==> src/rtl/taxi_pcie_us_msi_arb.sv <==
// taxi_pcie_us_msi_arb: round-robin arbiter turning per-requester interrupt requests into MSI pulses.
// One MSI in flight at a time; a failed or timed-out attempt is re-queued.
module taxi_pcie_us_msi_arb #(
    parameter int IRQ_N   = 32,
    parameter int TIMEOUT = 1024
) (
    input  logic             clk,
    input  logic             rst,
    input  logic [IRQ_N-1:0] irq_req,
    input  logic [3:0]       cfg_interrupt_msi_enable,
    input  logic [11:0]      cfg_interrupt_msi_mmenable,
    output logic [31:0]      cfg_interrupt_msi_int,
    input  logic             cfg_interrupt_msi_sent,
    input  logic             cfg_interrupt_msi_fail,
    output logic [3:0]       cfg_interrupt_msi_function_number,
    output logic [3:0]       cfg_interrupt_msi_select,
    output logic [IRQ_N-1:0] irq_pending,
    output logic             busy,
    output logic             timeout_event
);
    localparam int IW = IRQ_N > 1 ? $clog2(IRQ_N) : 1;
    localparam int CW = $clog2(TIMEOUT + 1);

    typedef enum logic {ST_IDLE, ST_WAIT} state_t;

    state_t           state_q, state_d;
    logic [IRQ_N-1:0] pending_q, pending_d, clr, set;
    logic [IW-1:0]    rr_q, rr_d, grant_q, grant_d, gidx, rr_next;
    logic [CW-1:0]    cnt_q, cnt_d;
    logic [31:0]      msi_q, msi_d;
    logic             en_q, found, grant, tmo, done, retry;
    logic [2:0]       mexp;
    logic [4:0]       vec;
    logic             unused_ok;

    assign unused_ok = ^{cfg_interrupt_msi_enable[3:1], cfg_interrupt_msi_mmenable[11:3]};

    always_comb begin
        found = 1'b0;
        gidx  = '0;
        for (int i = 0; i < IRQ_N; i++) begin
            int j;
            j = int'(rr_q) + i;
            if (j >= IRQ_N) j = j - IRQ_N;
            if (!found && pending_q[j]) begin
                found = 1'b1;
                gidx  = IW'(j);
            end
        end
        grant   = state_q == ST_IDLE && en_q && found;
        tmo     = state_q == ST_WAIT && !cfg_interrupt_msi_sent && !cfg_interrupt_msi_fail
                  && cnt_q == CW'(TIMEOUT - 1);
        retry   = state_q == ST_WAIT && (cfg_interrupt_msi_fail || tmo);
        done    = state_q == ST_WAIT && (cfg_interrupt_msi_sent || retry);
        for (int i = 0; i < IRQ_N; i++) begin
            clr[i] = grant && gidx == IW'(i);
            set[i] = retry && grant_q == IW'(i);
        end
        pending_d = (pending_q & ~clr) | set | irq_req;
        // Vectors beyond the enabled message count alias onto the low vectors.
        mexp    = cfg_interrupt_msi_mmenable[2:0] > 3'd5 ? 3'd5 : cfg_interrupt_msi_mmenable[2:0];
        vec     = 5'(gidx) & 5'((32'd1 << mexp) - 32'd1);
        msi_d   = grant ? 32'd1 << vec : '0;
        rr_next = grant_q == IW'(IRQ_N - 1) ? '0 : grant_q + IW'(1);
        state_d = grant ? ST_WAIT : done ? ST_IDLE : state_q;
        grant_d = grant ? gidx : grant_q;
        rr_d    = done ? rr_next : rr_q;
        cnt_d   = grant ? '0 : state_q == ST_WAIT ? cnt_q + CW'(1) : cnt_q;
    end

    always_ff @(posedge clk) begin
        if (rst) begin
            state_q   <= ST_IDLE;
            pending_q <= '0;
            rr_q      <= '0;
            grant_q   <= '0;
            cnt_q     <= '0;
            msi_q     <= '0;
            en_q      <= 1'b0;
        end else begin
            state_q   <= state_d;
            pending_q <= pending_d;
            rr_q      <= rr_d;
            grant_q   <= grant_d;
            cnt_q     <= cnt_d;
            msi_q     <= msi_d;
            en_q      <= cfg_interrupt_msi_enable[0];
        end
    end

    assign cfg_interrupt_msi_int             = msi_q;
    assign cfg_interrupt_msi_function_number = 4'd0;
    assign cfg_interrupt_msi_select          = 4'd0;
    assign irq_pending                       = pending_q;
    assign busy                              = state_q == ST_WAIT;
    assign timeout_event                     = tmo;
endmodule
==> config.mk <==
export PLATFORM = sky130hd
export DESIGN_NAME = taxi_pcie_us_msi_arb
export DESIGN_NICKNAME = d
export VERILOG_FILES = /design/src/rtl/taxi_pcie_us_msi_arb.sv
export SDC_FILE = /design/constraint.sdc
export NUM_CORES = 1
export LEC_CHECK = 0
export ABC_CLOCK_PERIOD_IN_PS = 16800
export CORE_MARGIN = 4
export CORE_UTILIZATION = 31
export CTS_BUF_LIST = sky130_fd_sc_hd__clkbuf_16
export CTS_CLUSTER_DIAMETER = 200
export DETAILED_ROUTE_END_ITERATION = 10
export GPL_TIMING_DRIVEN = 0
export PLACE_DENSITY = 0.59
export SYNTH_ARGS = -nofsm -noshare
export SYNTH_HDL_FRONTEND = slang
export SYNTH_SLANG_ARGS = --single-unit
export TNS_END_PERCENT = 100
==> constraint.sdc <==
create_clock -name clk -period 16.8 [get_ports clk]
set_input_delay 3.36 -clock clk [delete_from_list [all_inputs] [get_ports clk]]
set_output_delay 3.36 -clock clk [all_outputs]
set_load 0.02 [all_outputs]
### Yosys cells after proc, flatten, opt, wreduce, memory -nomap -nowiden

Index checks and enable logic that the tools add are counted.

* flip-flop bits (word level): 87
* input port bits: 52

* add/sub/neg operators: 66
* magnitude comparators: 65
* equality and inequality tests: 63
* shift-type cells: 2
* multiplexer cells: 196
* bitwise gates (word level): 7
* reductions and logical operators: 142

Operators with widths (count)
* $lt 32x7->1 const B: 32
* $mux 32: 32
* $sub 6x6->7 const B: 31
* $ge 6x6->1 const B: 31
* $mux 5: 33
* $bmux 1 s5: 32
* $eq 5x5->1 const B: 32
* $logic_and 1x1->1: 102
* $mux 1: 98
* $add 5x5->6 const B: 16
* $eq 5x4->1 const B: 16
* $or 32x32->32: 2
* $add 5x4->6 const B: 8
* $eq 5x3->1 const B: 8
* $logic_not 1->1: 33
* $and 32x32->32: 1
* $not 32->32: 1
* $shl 1x5->32 const A: 1
* $add 5x3->6 const B: 4
* $eq 5x2->1 const B: 4
* $add 5x2->6 const B: 2
* $add 11x1->11 const B: 1
* $eq 11x10->1 const B: 1
* $eq 5x1->1 const B: 2
* 14 further kinds: 18

### Longest topological paths before layout

Gate-level depths: netlist of the first run.

* word-level depth: 105
* gate-level depth with buffers: 25
* mapped depth without buffers: 15

### Worst setup path before layout of the first run

OpenSTA, ideal clock, no wires.

* path kind: input to output
* start: input cfg_interrupt_msi_fail
* end: output timeout_event
* data arrival time: 4.210 ns
* required time: 13.440 ns
* path slack: 9.230 ns
* stages on the path: 1
* path buffers: 0
* cell sequence: nor4_1

* longest elaborated chain between the ends: 3

Ends and longest elaborated chain
* start, declared: line 14 `input logic cfg_interrupt_msi_fail,`
* $logic_not 1->1: line 51 `tmo = state_q == ST_WAIT && !cfg_interrupt_msi_sent && !cfg_interrupt_msi_fail`
* $logic_and 1x1->1: line 51
* $logic_and 1x1->1: line 52 `&& cnt_q == CW'(TIMEOUT - 1);`
* end, declared: line 19 `output logic timeout_event`

No other way between the ends.

### Worst setup path after layout of the first run

Same ends and word-level chain as after synthesis.

==> metrics.md, run 1 <==
| Metric | Value |
|---|---|
| Outcome | complete, no violations |
| GP Congestion | around 1.0 |
| Number of global-route vias before repair | approximately 11000 |
| Post-Synth Adder-Cell Area | 0.0228 |
| Pwr Density | between 70 and 80 nW/um^2 |
| Die width | around 200 um |
| Post-synthesis async set-or-reset flop share | 0 |
| DIE AREA | around 39000 um^2 |
| Post-cts resize count | 0 |
| EDFF count, synth | 0 |
| XOR/XNOR Fraction of Synth Area | 0.0381 |
| Worst-skew pair later-pin latency | 350 ps |
| TritonCTS Buffers | 9 |
| GR Util All Layers | 0.244 |
| Total placed cells including tap cells | 1827 |
| Max clock buf depth | 2 |
| Post-synthesis mux area share | 0.302 |
| Max IR drop VDD | 83.0 uV |
| Pin count of the biggest net entering global routing | 16 |
| Unique masters post-synth | between 90 and 100 |
| Number of antenna diodes | 0 |
| Max Cap Viol | 0 |
| Post-Synth Simple-Gate Area | 0.202 |
| Initial Util | 0.316 |
| Worst-Margin Slew | 1410 ps |
| Final worst slack | approximately 8500 ps |
| Synth top area cells | mux4_2 20%, dfxtp_1 16%, mux2i_1 6.4% |
| HP Start | cnt_q[7] |
| Avg Inst Size Synth | 8.71 um^2 |
| Seq/Total Area, Yosys | 0.159 |
| Cell taking the most area after synthesis | mux4_2 |
| First-pass GRT wire length | ~73 mm |
| Pre-CTS WS | approximately 8500 ps |
| CTS tree | built |
| Req. time, crit path | ~13000 ps |
| Setup crit start kind | input pin |
| FF-to-FF path depth | 23 |
| Final Hold Fails | 0 |
| FMAX | approximately 0.12 GHz |
| Fillers | 3602 |
| Final cell count without fillers | 1843 |
| Worst EP arrival | about 5000 ps |
| Synth Area in Compound Gates | 0.218 |
| Reg2Reg Setup Slack | roughly 8600 ps |
| Port-buffer cells | 104 |
| DRT Pass-1 Iters | 6 |
| Boundary Pins | roughly 130 |
| Synthesized netlist cell count | ~1300 |
| Hold Path Stages | 2 |
| Clock-pin slew on the worst setup and hold paths | around 60 ps |
| Rel. slew slack | 0.0536 |
| Largest family of logic cells by synthesized area | multiplexers |
| Primary FF master, synth | dfxtp_1 |
| Share of layout cells above drive strength 1 | 0.191 |
| Post-DR wirelength/cell | ~27 um |
| Total number of vias | around 12000 |
| Post-synth top area share | 0.197 |
| Count leader, synth | nor2_1 |
| Crit Path Max Fanout | 3 |
| Syn. warnings | 0 |
| Setup TNS | 0 ps |
| RSZ-0062 raised after global routing | no |
| Final net count | around 1500 |
| # rows | 68 |
| Post-Syn Area | about 11000 um^2 |
| Final core utilization | 0.372 |
| FF+latch count, synth | 87 |
| Die height | 196 um |
| # setup viols final | 0 |
| Worst Skew | about 5.6 ps |
| Worst min path class | flop to flop |
| Post-CTS Repair Setup Buffers | 0 |
| CTS sink count | 87 |
| Number of remaining DRC errors | 0 |
| Most frequent cells after synthesis | 124 x nor2_1, 96 x mux4_2, 87 x dfxtp_1, 80 x nand2_1, 70 x mux2i_1 |
| Vias per cell | 6.43 |
| Antenna violations before repair | 0 |
| RR Endpoint | irq_pending[10] |
| Min Tclk post-route | between 8000 and 9000 ps |
| Final WL | a little under 50 mm |
| Core area | 34700 um^2 |
| Hold EP | cnt_q[7] |
| P_leak | roughly 4.5 nW |
| Dpl hpwl | 37.7 mm |
| CP Capture Type | output port |
| Critical path type | input pin to output port |
| Hold buffer count at cts | 0 |
| Synth-to-layout area growth | 17.6% |
| Tcrit/Tclk final | 0.494 |
| Initial DRC Count | between 1500 and 2000 |
| DRT antenna net count | 0 |
| FF-to-FF Start | rr_q[1] |
| Overflow after GRT | 0 |
| Root cell of the clock tree | clkbuf_16 |
| Htree depth | 3 |
| Pins over their slew limit | 0 |
[critical path: stages]
cell             delay (ps)
clkdlybuf4s50_1         440
nor4_1                  450
clkdlybuf4s50_1         700
[cell type report]
type	count	area [um^2]	share of cell area
clock buffer	9	225	0.0174
sequential	87	1740	0.135
clock inverter	6	62.6	0.00485
timing repair buffer	105	1050	0.0810
tap	455	569	0.0441
buffer	95	505	0.0392
multi-input combinational	1050	8630	0.668
inverter	36	135	0.0105
[worst max path at each step]
stage,start,end,cells past startpoint
after floorplan,cfg_interrupt_msi_fail,timeout_event,1
after global placement,cfg_interrupt_msi_fail,timeout_event,3
after detailed placement,cfg_interrupt_msi_fail,timeout_event,3
after CTS,cfg_interrupt_msi_fail,timeout_event,3
after global routing,rr_q[2],irq_pending[10],19
final,cfg_interrupt_msi_fail,timeout_event,3
[per-layer routing]
layer  vias up  share of wire  global-route usage
li1       5151              -                   -
met1      5787           0.39               0.321
met2       764           0.45               0.390
met3       149           0.11              0.0520
met4         0          0.052               0.102
met5         -              0                   0
[sequential cells by signal (all words and copies together) (netlist names)]
name and cells:
rr_q 5, cfg_interrupt_msi_int 32, grant_q 5, irq_pending 32, cnt_q 11, busy 1
en_q 1
[report_power, final]
part | total, mW | switching [mW] | internal [mW]
logic | 0.468 | 0.298 | 0.170
registers | 0.241 | 0.0265 | 0.215
clock network | 0.198 | 0.0837 | 0.114
total | 0.907 | 0.409 | 0.499
[logic make-up after synthesis]
kind of cell | count (synthesis)
compound gates | 340
xor+xnor | 46
fa+ha+maj | 20
buf+inv | 131
flops | 87
mux | 206
other cells | 1
simple gates | 430
[per-stage QoR]
stage               hold WS [ps]  power, mW  area, um^2
detailed placement           503      0.696       12600
finish                       520      0.907       12900
global route                 553      0.943       12900
floorplan                    477      0.536       11000
CTS                          522      0.894       12900
global placement             497      0.696       12600
[placed cells by master (no fill, tap or decap), types with 17 or more instances in the layout]
master	n
a21oi_1	68
a31o_2	23
a31oi_1	24
buf_2	20
clkbuf_1	46
clkdlybuf4s50_1	104
dfxtp_1	87
ha_1	20
inv_1	33
mux2_2	38
mux2i_1	70
mux4_2	96
nand2_1	80
nand3_1	27
nand4_1	22
nor2_1	124
nor2b_1	19
nor3_1	61
o21ai_0	59
xnor2_1	27
xor2_1	17
Note: power is estimated with default switching activity, not from simulation.
==> run 2, diff against run 1 <==
- ABC_CLOCK_PERIOD_IN_PS: 16800 -> 8000
- clock period: 16.8 -> 8 ns (I/O delays scaled with it)
==> metrics.md, run 2 (synthesis results as in run 1) <==
| Metric | Value |
|---|---|
| FMAX | around 0.13 GHz |
| Dpl hpwl | ~38 mm |
| RSZ-0062 raised after global routing | no |
| CP Capture Type | flop |
| Worst Skew | 5.25 ps |
| Max Cap Viol | 1 |
| Fillers | 3599 |
| Max incr delay on CP | approximately 600 ps |
| HP Start | cnt_q[7] |
| Clock-pin slew on the worst setup and hold paths | approximately 60 ps |
| Total number of vias | approximately 12000 |
| Pin count of the biggest net entering global routing | 16 |
| Root cell of the clock tree | clkbuf_16 |
| Critical path's top delay family | buffers and inverters |
| DRT antenna net count | 0 |
| Design Area, Final | approximately 13000 um^2 |
| Initial Util | 0.316 |
| Crit Path Max Fanout | 10 |
| Commonest non-fill, non-tap cells in the layout | 124 x nor2_1, 104 x clkdlybuf4s50_1, 96 x mux4_2, 87 x dfxtp_1, 80 x nand2_1 |
| Commonest non-fill, non-tap cell in the layout | nor2_1 |
| Core area | about 35000 um^2 |
| Req. time, crit path | between 8000 and 9000 ps |
| Number of remaining DRC errors | 0 |
| Overall Power | 1.91 mW |
| Worst path buffer plus inverter count | 10 |
| # setup viols final | 0 |
| DIE AREA | a little under 40000 um^2 |
| Die width | between 150 and 200 um |
| P_leak | 4.48 nW |
| Final core utilization | 0.373 |
| Die height | roughly 200 um |
| Max stage delay cell, worst path | xor2_1 |
| Overflow after GRT | 0 |
| Htree depth | 3 |
| Number of antenna diodes | 0 |
| Worst EP arrival | approximately 7800 ps |
| Post-DR wirelength/cell | about 26 um |
| Reg2Reg Setup Slack | ~450 ps |
| Worst-skew pair later-pin latency | around 340 ps |
| Top cell by count, worst path | buf_2 |
| CTS sink count | 87 |
| Tcrit/Tclk final | 0.944 |
| CP Cell Sequence | buf_4 > inv_1 > buf_2 > buf_4 > buf_2 > buf_2 > ha_1 > clkbuf_1 > xor2_1 > mux2_2 > o211ai_1 > nand2_1 > or3_1 > buf_2 > nor4_4 > buf_4 > nand2_2 > a2111oi_1 > a221oi_2 > a21oi_2 > a22o_1 > buf_6 > o2111ai_1 > nor3_1 |
| Min Tclk post-route | 7550 ps |
| Worst setup path start | rr_q[0] |
| Boundary Pins | roughly 130 |
| Initial DRC Count | about 1600 |
| GR Util All Layers | 0.244 |
| CTS tree | built |
| Max clock buf depth | 2 |
| Placed Area | roughly 13000 um^2 |
| Final WL | between 40 and 50 mm |
| First-pass GRT wire length | 72.6 mm |
| FF-to-FF Start | rr_q[0] |
| Setup TNS | 0 ps |
| GP Congestion | approximately 1.0 |
| Vias per cell | about 6.4 |
| Final Hold Fails | 0 |
| Critical path type | flop to flop |
| Final net count | 1456 |
| Synth-to-layout area growth | 17.8% |
| Worst min path class | flop to flop |
| DRT Pass-1 Iters | 5 |
| Port-buffer cells | around 100 |
| Number of global-route vias before repair | about 11000 |
| TritonCTS Buffers | 9 |
| Setup crit start kind | flop |
| Outcome | complete, but fails checks |
| Failing checks | max-capacitance violations |
| Antenna violations before repair | 0 |
| Pwr Density | 148 nW/um^2 |
| Share of layout cells above drive strength 1 | 0.194 |
| Max IR drop VDD | between 150 and 200 uV |
| # rows | 68 |
| Worst-Margin Slew | 1470 ps |
| Pins over their slew limit | 0 |
| Rel. slew slack | 0.0111 |
[run 2: metal layers]
metal | part of all wire | up-vias | track usage
met5 | 0 | - | 0
met2 | 0.45 | 789 | 0.390
met1 | 0.39 | 5806 | 0.321
li1 | - | 5136 | -
met4 | 0.049 | 0 | 0.102
met3 | 0.11 | 155 | 0.0520
[run 2: power breakdown]
part,internal (mW),total (mW),switching [mW]
logic,0.360,0.987,0.628
registers,0.451,0.507,0.0558
clock network,0.239,0.415,0.176
total,1.05,1.91,0.859
[run 2: timing repair]
item / CTS / global route
endpoints found under the setup margin: 0 / 53
hold buffers: 0 / 0
setup buffers: 0 / 1
resized for setup: 0 / 10
[run 2: area by class of cell]
type / instances / area [um^2] / area share
Inverter: 36 / 135 / 0.0104
Multi-Input combinational cell: 1050 / 8640 / 0.668
Tap cell: 455 / 569 / 0.0440
Sequential cell: 87 / 1740 / 0.135
Buffer: 94 / 503 / 0.0389
Clock buffer: 9 / 225 / 0.0174
Timing Repair Buffer: 106 / 1050 / 0.0815
Clock inverter: 6 / 62.6 / 0.00484
[run 2: metrics by stage]
step	hold slack, ps	instances	setup slack, ps
2_1_floorplan	477	1268	1940
3_3_place_gp	497	1827	177
3_5_place_dp	503	1827	149
4_1_cts	522	1842	120
5_1_grt	553	1843	4.01
6_report	520	1843	445
[run 2: worst register-to-register path, stage by stage (launching register included)]
cell	delay [ps]
dfxtp_1	350
buf_4	200
inv_1	190
buf_2	360
buf_4	300
buf_2	290
buf_2	330
ha_1	200
clkbuf_1	490
xor2_1	610
mux2_2	470
o211ai_1	150
nand2_1	170
or3_1	390
buf_2	170
nor4_4	340
buf_4	270
nand2_2	180
a2111oi_1	550
a221oi_2	200
a21oi_2	320
a22o_1	250
buf_6	180
o2111ai_1	300
nor3_1	230
[run 2: worst paths after layout]
check,cells after the start,to
setup / recovery,24,cfg_interrupt_msi_int[1]
hold / removal,2,cnt_q[7]
setup reg to reg,24,cfg_interrupt_msi_int[1]
hold reg to reg,2,cnt_q[7]
